===== src/rtl/dft_peak_detector.sv =====
// dft_peak_detector: finds the strongest |X[k]|^2 bin over 0..NFFT/2 of each DFT output frame.
// Define PEAK_DC_SKIP_EN to exclude bin 0 from the comparison (eligible range 1..NFFT/2).
module dft_peak_detector #(
    parameter int N    = 18,
    parameter int NFFT = 4,
    localparam int LOG2_NFFT = $clog2(NFFT)
) (
    input  logic                 clk,
    input  logic                 rst_n,
    input  logic signed [N-1:0]  XK_RE,
    input  logic signed [N-1:0]  XK_IM,
    input  logic [3:0]           BLK_EXP,
    input  logic                 FD_OUT,
    input  logic                 DATA_VALID,
    output logic [LOG2_NFFT-1:0] PEAK_BIN,
    output logic [2*N:0]         PEAK_MAG,
    output logic [3:0]           PEAK_EXP,
    output logic                 PEAK_VALID,
    output logic                 FRAME_ERR
);

    typedef enum logic [1:0] {IDLE, ACCUM, FLUSH, DONE} state_t;

    localparam logic [LOG2_NFFT-1:0] LAST_BIN = LOG2_NFFT'(NFFT - 1);
    localparam logic [LOG2_NFFT-1:0] HALF_BIN = LOG2_NFFT'(NFFT / 2);

`ifdef PEAK_DC_SKIP_EN
    localparam logic [LOG2_NFFT-1:0] DEF_BIN = LOG2_NFFT'(1);
    function automatic logic eligible(input logic [LOG2_NFFT-1:0] idx);
        return (idx != '0) && (idx <= HALF_BIN);
    endfunction
`else
    localparam logic [LOG2_NFFT-1:0] DEF_BIN = '0;
    function automatic logic eligible(input logic [LOG2_NFFT-1:0] idx);
        return idx <= HALF_BIN;
    endfunction
`endif

    // Full-precision square; the most negative input squares to 2^(2N-2), which still fits.
    function automatic logic [2*N-1:0] square(input logic signed [N-1:0] x);
        logic signed [2*N-1:0] xe;
        logic signed [2*N-1:0] p;
        xe = (2*N)'(x);
        p  = xe * xe;
        return $unsigned(p);
    endfunction

    state_t                 r_state;
    logic [LOG2_NFFT-1:0]   r_cnt;
    logic                   r_drain;
    logic [3:0]             r_exp;

    logic                   w_fd;
    logic                   w_take;
    logic                   w_last;
    logic [LOG2_NFFT-1:0]   w_idx;
    logic [3:0]             w_exp;

    logic                   r_vld_p1, r_first_p1, r_last_p1;
    logic [LOG2_NFFT-1:0]   r_idx_p1;
    logic [3:0]             r_exp_p1;
    logic [2*N-1:0]         r_re2_p1, r_im2_p1;

    logic                   r_vld_p2, r_first_p2, r_last_p2;
    logic [LOG2_NFFT-1:0]   r_idx_p2;
    logic [3:0]             r_exp_p2;
    logic [2*N:0]           r_sum_p2;

    logic [2*N:0]           r_max;
    logic [LOG2_NFFT-1:0]   r_bin;
    logic [2*N:0]           w_max;
    logic [LOG2_NFFT-1:0]   w_bin;
    logic                   w_elig;

    // Stage 0: bin acceptance and index tagging; an accepted FD_OUT always opens bin 0.
    always_comb begin
        w_fd   = DATA_VALID & FD_OUT;
        w_take = w_fd | (DATA_VALID & (r_state == ACCUM));
        w_idx  = w_fd ? '0 : r_cnt;
        w_last = ~w_fd & (r_cnt == LAST_BIN);
        w_exp  = w_fd ? BLK_EXP : r_exp;
    end

    always_ff @(posedge clk or negedge rst_n) begin
        if (!rst_n) begin
            r_state   <= IDLE;
            r_cnt     <= '0;
            r_drain   <= 1'b0;
            r_exp     <= '0;
            r_vld_p1  <= 1'b0;
            FRAME_ERR <= 1'b0;
        end else begin
            r_vld_p1  <= w_take;
            FRAME_ERR <= w_fd && (r_state == ACCUM);
            case (r_state)
                ACCUM: begin
                    if (DATA_VALID) begin
                        if (r_cnt == LAST_BIN) begin
                            r_state <= FLUSH;
                            r_cnt   <= '0;
                            r_drain <= 1'b1;
                        end else begin
                            r_cnt <= r_cnt + 1'b1;
                        end
                    end
                end
                FLUSH: begin
                    if (!r_drain) r_state <= DONE;
                    else          r_drain <= 1'b0;
                end
                DONE:    r_state <= IDLE;
                default: ;
            endcase
            if (w_fd) begin
                r_state <= ACCUM;
                r_cnt   <= LOG2_NFFT'(1);
                r_exp   <= BLK_EXP;
            end
        end
    end

    // Stage 1: squares; Stage 2: 2N+1-bit sum. Tags ride along with the data.
    always_ff @(posedge clk) begin
        r_re2_p1   <= square(XK_RE);
        r_im2_p1   <= square(XK_IM);
        r_idx_p1   <= w_idx;
        r_first_p1 <= w_fd;
        r_last_p1  <= w_last;
        r_exp_p1   <= w_exp;
        r_sum_p2   <= {1'b0, r_re2_p1} + {1'b0, r_im2_p1};
        r_idx_p2   <= r_idx_p1;
        r_first_p2 <= r_first_p1;
        r_last_p2  <= r_last_p1;
        r_exp_p2   <= r_exp_p1;
    end

    // Stage 3: strict greater-than running max; the first bin of a frame restarts it.
    always_comb begin
        w_elig = eligible(r_idx_p2);
        w_max  = r_max;
        w_bin  = r_bin;
        if (r_first_p2) begin
            w_max = w_elig ? r_sum_p2 : '0;
            w_bin = w_elig ? r_idx_p2 : DEF_BIN;
        end else if (w_elig && (r_sum_p2 > r_max)) begin
            w_max = r_sum_p2;
            w_bin = r_idx_p2;
        end
    end

    always_ff @(posedge clk or negedge rst_n) begin
        if (!rst_n) begin
            r_vld_p2   <= 1'b0;
            r_max      <= '0;
            r_bin      <= DEF_BIN;
            PEAK_BIN   <= DEF_BIN;
            PEAK_MAG   <= '0;
            PEAK_EXP   <= '0;
            PEAK_VALID <= 1'b0;
        end else begin
            r_vld_p2   <= r_vld_p1;
            PEAK_VALID <= 1'b0;
            if (r_vld_p2) begin
                r_max <= w_max;
                r_bin <= w_bin;
                if (r_last_p2) begin
                    PEAK_BIN   <= w_bin;
                    PEAK_MAG   <= w_max;
                    PEAK_EXP   <= r_exp_p2;
                    PEAK_VALID <= 1'b1;
                end
            end
        end
    end

endmodule


===== config.mk =====
export PLATFORM = sky130hd
export DESIGN_NAME = dft_peak_detector
export DESIGN_NICKNAME = d
export VERILOG_FILES = /design/src/rtl/dft_peak_detector.sv
export SDC_FILE = /design/constraint.sdc
export NUM_CORES = 2
export LEC_CHECK = 0
export BUFFER_PORTS_ARGS = -buffer_cell sky130_fd_sc_hd__buf_2
export CORE_AREA = 3 3 290 292
export DETAILED_ROUTE_END_ITERATION = 8
export DIE_AREA = 0 0 293 295
export GPL_TIMING_DRIVEN = 0
export PLACE_DENSITY_LB_ADDON = 0.12
export SKIP_LAST_GASP = 1
export SLEW_MARGIN = 20
export SYNTH_ARGS = -nofsm -noshare
export SYNTH_HDL_FRONTEND = slang
export SYNTH_SLANG_ARGS = --single-unit
export TNS_END_PERCENT = 50

===== constraint.sdc =====
create_clock -name clk -period 2.95 [get_ports clk]
set_input_delay 0.4425 -clock clk [delete_from_list [all_inputs] [get_ports clk]]
set_output_delay 0.4425 -clock clk [all_outputs]
set_load 0.05 [all_outputs]

==> flow_summary.json <==
{
  "synth_area_leaders": "fa_1, ha_1, inv_1",
  "r2r_slack_ns": -0.36,
  "finalClockSkew_ns": 0.0410,
  "clockRootBuffer": "clkbuf_16",
  "rsz0062_at_grt": "true",
  "setup_viol": 85,
  "synth_top_flop_cell": "dfxtp_1",
  "crit_family": "adder cells",
  "worstSetupPathType": "in -> reg",
  "cts_buffers": 28,
  "num_rows": 105,
  "start_kind": "input port",
  "worst_slew_pin_slew_ns": 0.972,
  "grt_overflow": 0,
  "syn-num-nets": 4184,
  "first_pass_iters": 5,
  "antenna_found_initial": 2,
  "final_util_pct": 48.5,
  "ys_ff_latch": 218,
  "ys_warn_count": 0,
  "die_area_um2": 86400,
  "drcViolationCount": 0,
  "clkLatencyLatePin_ns": 0.58,
  "max_freq_mhz": 173,
  "fin_ws_ns": -2.83,
  "synth_area_leader_cell": "fa_1",
  "cp_slowest_cell": "fa_2",
  "synth_edf_count": 0,
  "hold_path_class": "in -> reg",
  "grt_pass1_wl_mm": 138,
  "cts_sinks": 218,
  "fin_crit_ns": 5.78,
  "yosys.area_share.simple_pct": 9.20,
  "synthArstFlopShare_pct": 43.6,
  "insertedDiodeCount": 0,
  "area_growth_syn_to_layout_pct": 28.1,
  "ioPinCount": 89,
  "yosysMostFrequentCell": "inv_1",
  "synth.area.mux_share_pct": 0.420,
  "final_cells": 4711,
  "cp_data_required_time_ns": 3.42,
  "yosys.area_share.adder_pct": 49.5,
  "cts_buffer_depth": 3,
  "dpl.hpwl_mm": 68.2,
  "crit_top_cell": "fa_2",
  "viasPerCell": 4.94,
  "synth_top_cell_area_share_pct": 38.1,
  "period_share_pct": 196,
  "grt_pass1_vias": 26400,
  "final_net_count": 4536,
  "synth_cell_type_count": 69,
  "grt_util_all_layers_pct": 20.3,
  "yosys.area_share.xor_xnor_pct": 3.31,
  "maxCapViolCount": 0,
  "drive_gt1_share_pct": 24.5,
  "syn_area_per_cell_um2": 9.49,
  "dieHeight_um": 295,
  "num_vias": 23300,
  "end_kind": "flip-flop",
  "report.final.slew_viol_count": 0,
  "seq_area_frac_synth_pct": 15.6,
  "ant_nets": 0,
  "grt_start_max_net_pins": 64,
  "tritoncts": "yes",
  "synth_top_family_by_area": "adder cells",
  "violations": "negative setup slack",
  "drtIter0Drc": 828,
  "wl_per_cell_um": 18.1,
  "finalHoldViolCount": 0,
  "worst-path-buf-inv": 9,
  "dpl.cell_count": 4420,
  "port_buffers": 82,
  "arrival_ns": 6.24,
  "path_clk_slew_ns": 0.06,
  "core_area_um2": 81800,
  "synth_cells": 3267,
  "wirelength_mm": 85.4,
  "place_congestion": 0.904,
  "syn_area_um2": 31000,
  "htree_levels": 1,
  "setup_tns_ns": -123.98,
  "initial_core_util_pct": 37.9,
  "die_w_um": 293,
  "synth_common_cells": "inv_1, fa_1, ha_1",
  "cpPeakStageDelay_ns": 0.60,
  "status": "finished with violations",
  "relSlewSlack_pct": 35.2,
  "path_max_fanout": 4,
  "synth-compound-area-share_pct": 9.92
}
[layer usage]
metal / global-route usage, % / vias to the layer above / routed length (um)
li1: - / 10700 / -
met1: 25.5 / 12000 / 35500
met2: 38.1 / 411 / 45100
met3: 2.02 / 102 / 3270
met4: 3.25 / 0 / 1470
met5: 0 / - / 0
[through the flow]
stage | hold WS [ns] | setup WS (ns) | instance area (um^2)
2_1_floorplan | 0.147 | -2.95 | 32000
3_3_place_gp | 0.313 | -4.10 | 33800
3_5_place_dp | 0.316 | -4.14 | 33800
4_1_cts | 0.000128 | -2.87 | 38200
5_1_grt | 0.00840 | -2.99 | 39700
6_report | 0.0276 | -2.83 | 39700
[final cells by class]
| cell class | count | area [um^2] |
|---|---|---|
| Buffer | 101 | 1580 |
| Clock buffer | 37 | 795 |
| Clock inverter | 15 | 272 |
| Fill cell | 7568 | 42200 |
| Inverter | 887 | 3370 |
| Multi-Input combinational cell | 2060 | 24700 |
| Sequential cell | 218 | 4850 |
| Tap cell | 1070 | 1340 |
| Timing Repair Buffer | 323 | 2840 |
[repair_timing]
item | CTS | global route
gates resized for setup | 412 | 239
pin swaps | 239 | 171
hold buffers | 1 | 0
setup endpoints to repair | 150 | 151
setup buffers | 163 | 82
cloned | 1 | 0
hold endpoints to repair | 32 | 0
[cells in the final DEF (no fill, tap or decap), types with 20 or more instances in the layout]
cell,Yosys,routed
inv_1,886,801
fa_1,590,546
nand2_1,279,221
ha_1,283,219
buf_4,0,194
nor2_1,137,121
dfxtp_1,123,118
dfrtp_1,95,95
a31oi_1,92,81
xnor2_1,88,80
clkbuf_16,0,76
and2_1,97,76
inv_2,1,74
ha_4,0,55
buf_2,5,54
buf_6,0,49
a21o_1,48,48
fa_2,0,44
a21oi_1,80,41
nand2_2,0,39
o211a_1,38,38
a22o_1,37,37
a21oi_2,1,31
clkbuf_1,94,30
xor2_1,29,27
and2_4,0,21
buf_8,0,20
buf_12,0,20
[flip-flops by register name (all words and copies together), names as in the netlist, 2 cells and up]
signal and count:
PEAK_EXP 4, r_re2_p1 35, r_sum_p2 37, r_max 37, r_exp_p2 4, r_im2_p1 35, r_idx_p1 2, r_bin 2
r_idx_p2 2, r_exp_p1 4, r_cnt 2, PEAK_BIN 2, r_exp 4, PEAK_MAG 37, r_state 2
[path summary, 6_finish.rpt]
kind | from | to | cells past startpoint
worst max-delay path | XK_IM[8] | r_im2_p1[35]$_DFF_P_ | 26
worst min-delay path | XK_RE[0] | r_re2_p1[0]$_DFF_P_ | 1
worst max register to register | r_im2_p1[6]$_DFF_P_ | r_sum_p2[31]$_DFF_P_ | 10
worst min register to register | r_last_p1$_DFF_P_ | r_last_p2$_DFF_P_ | 0
max in group asynchronous | rst_n | r_exp[3]$_DFF_PN0_ | 3
min in group asynchronous | rst_n | PEAK_MAG[11]$_DFFE_PN0P_ | 2
[logic make-up (layout without fill, tap and decap cells)]
kind of cell	Yosys count	in the layout
simple gates	625	625
flops	218	218
buf+inv	989	1363
fa+ha+maj	873	873
mux	12	12
xor+xnor	117	117
compound gates	433	433
Power is left out: the tool's default activity adds up to more than one toggle a clock period on the data nets, which glitch-free logic cannot reach.
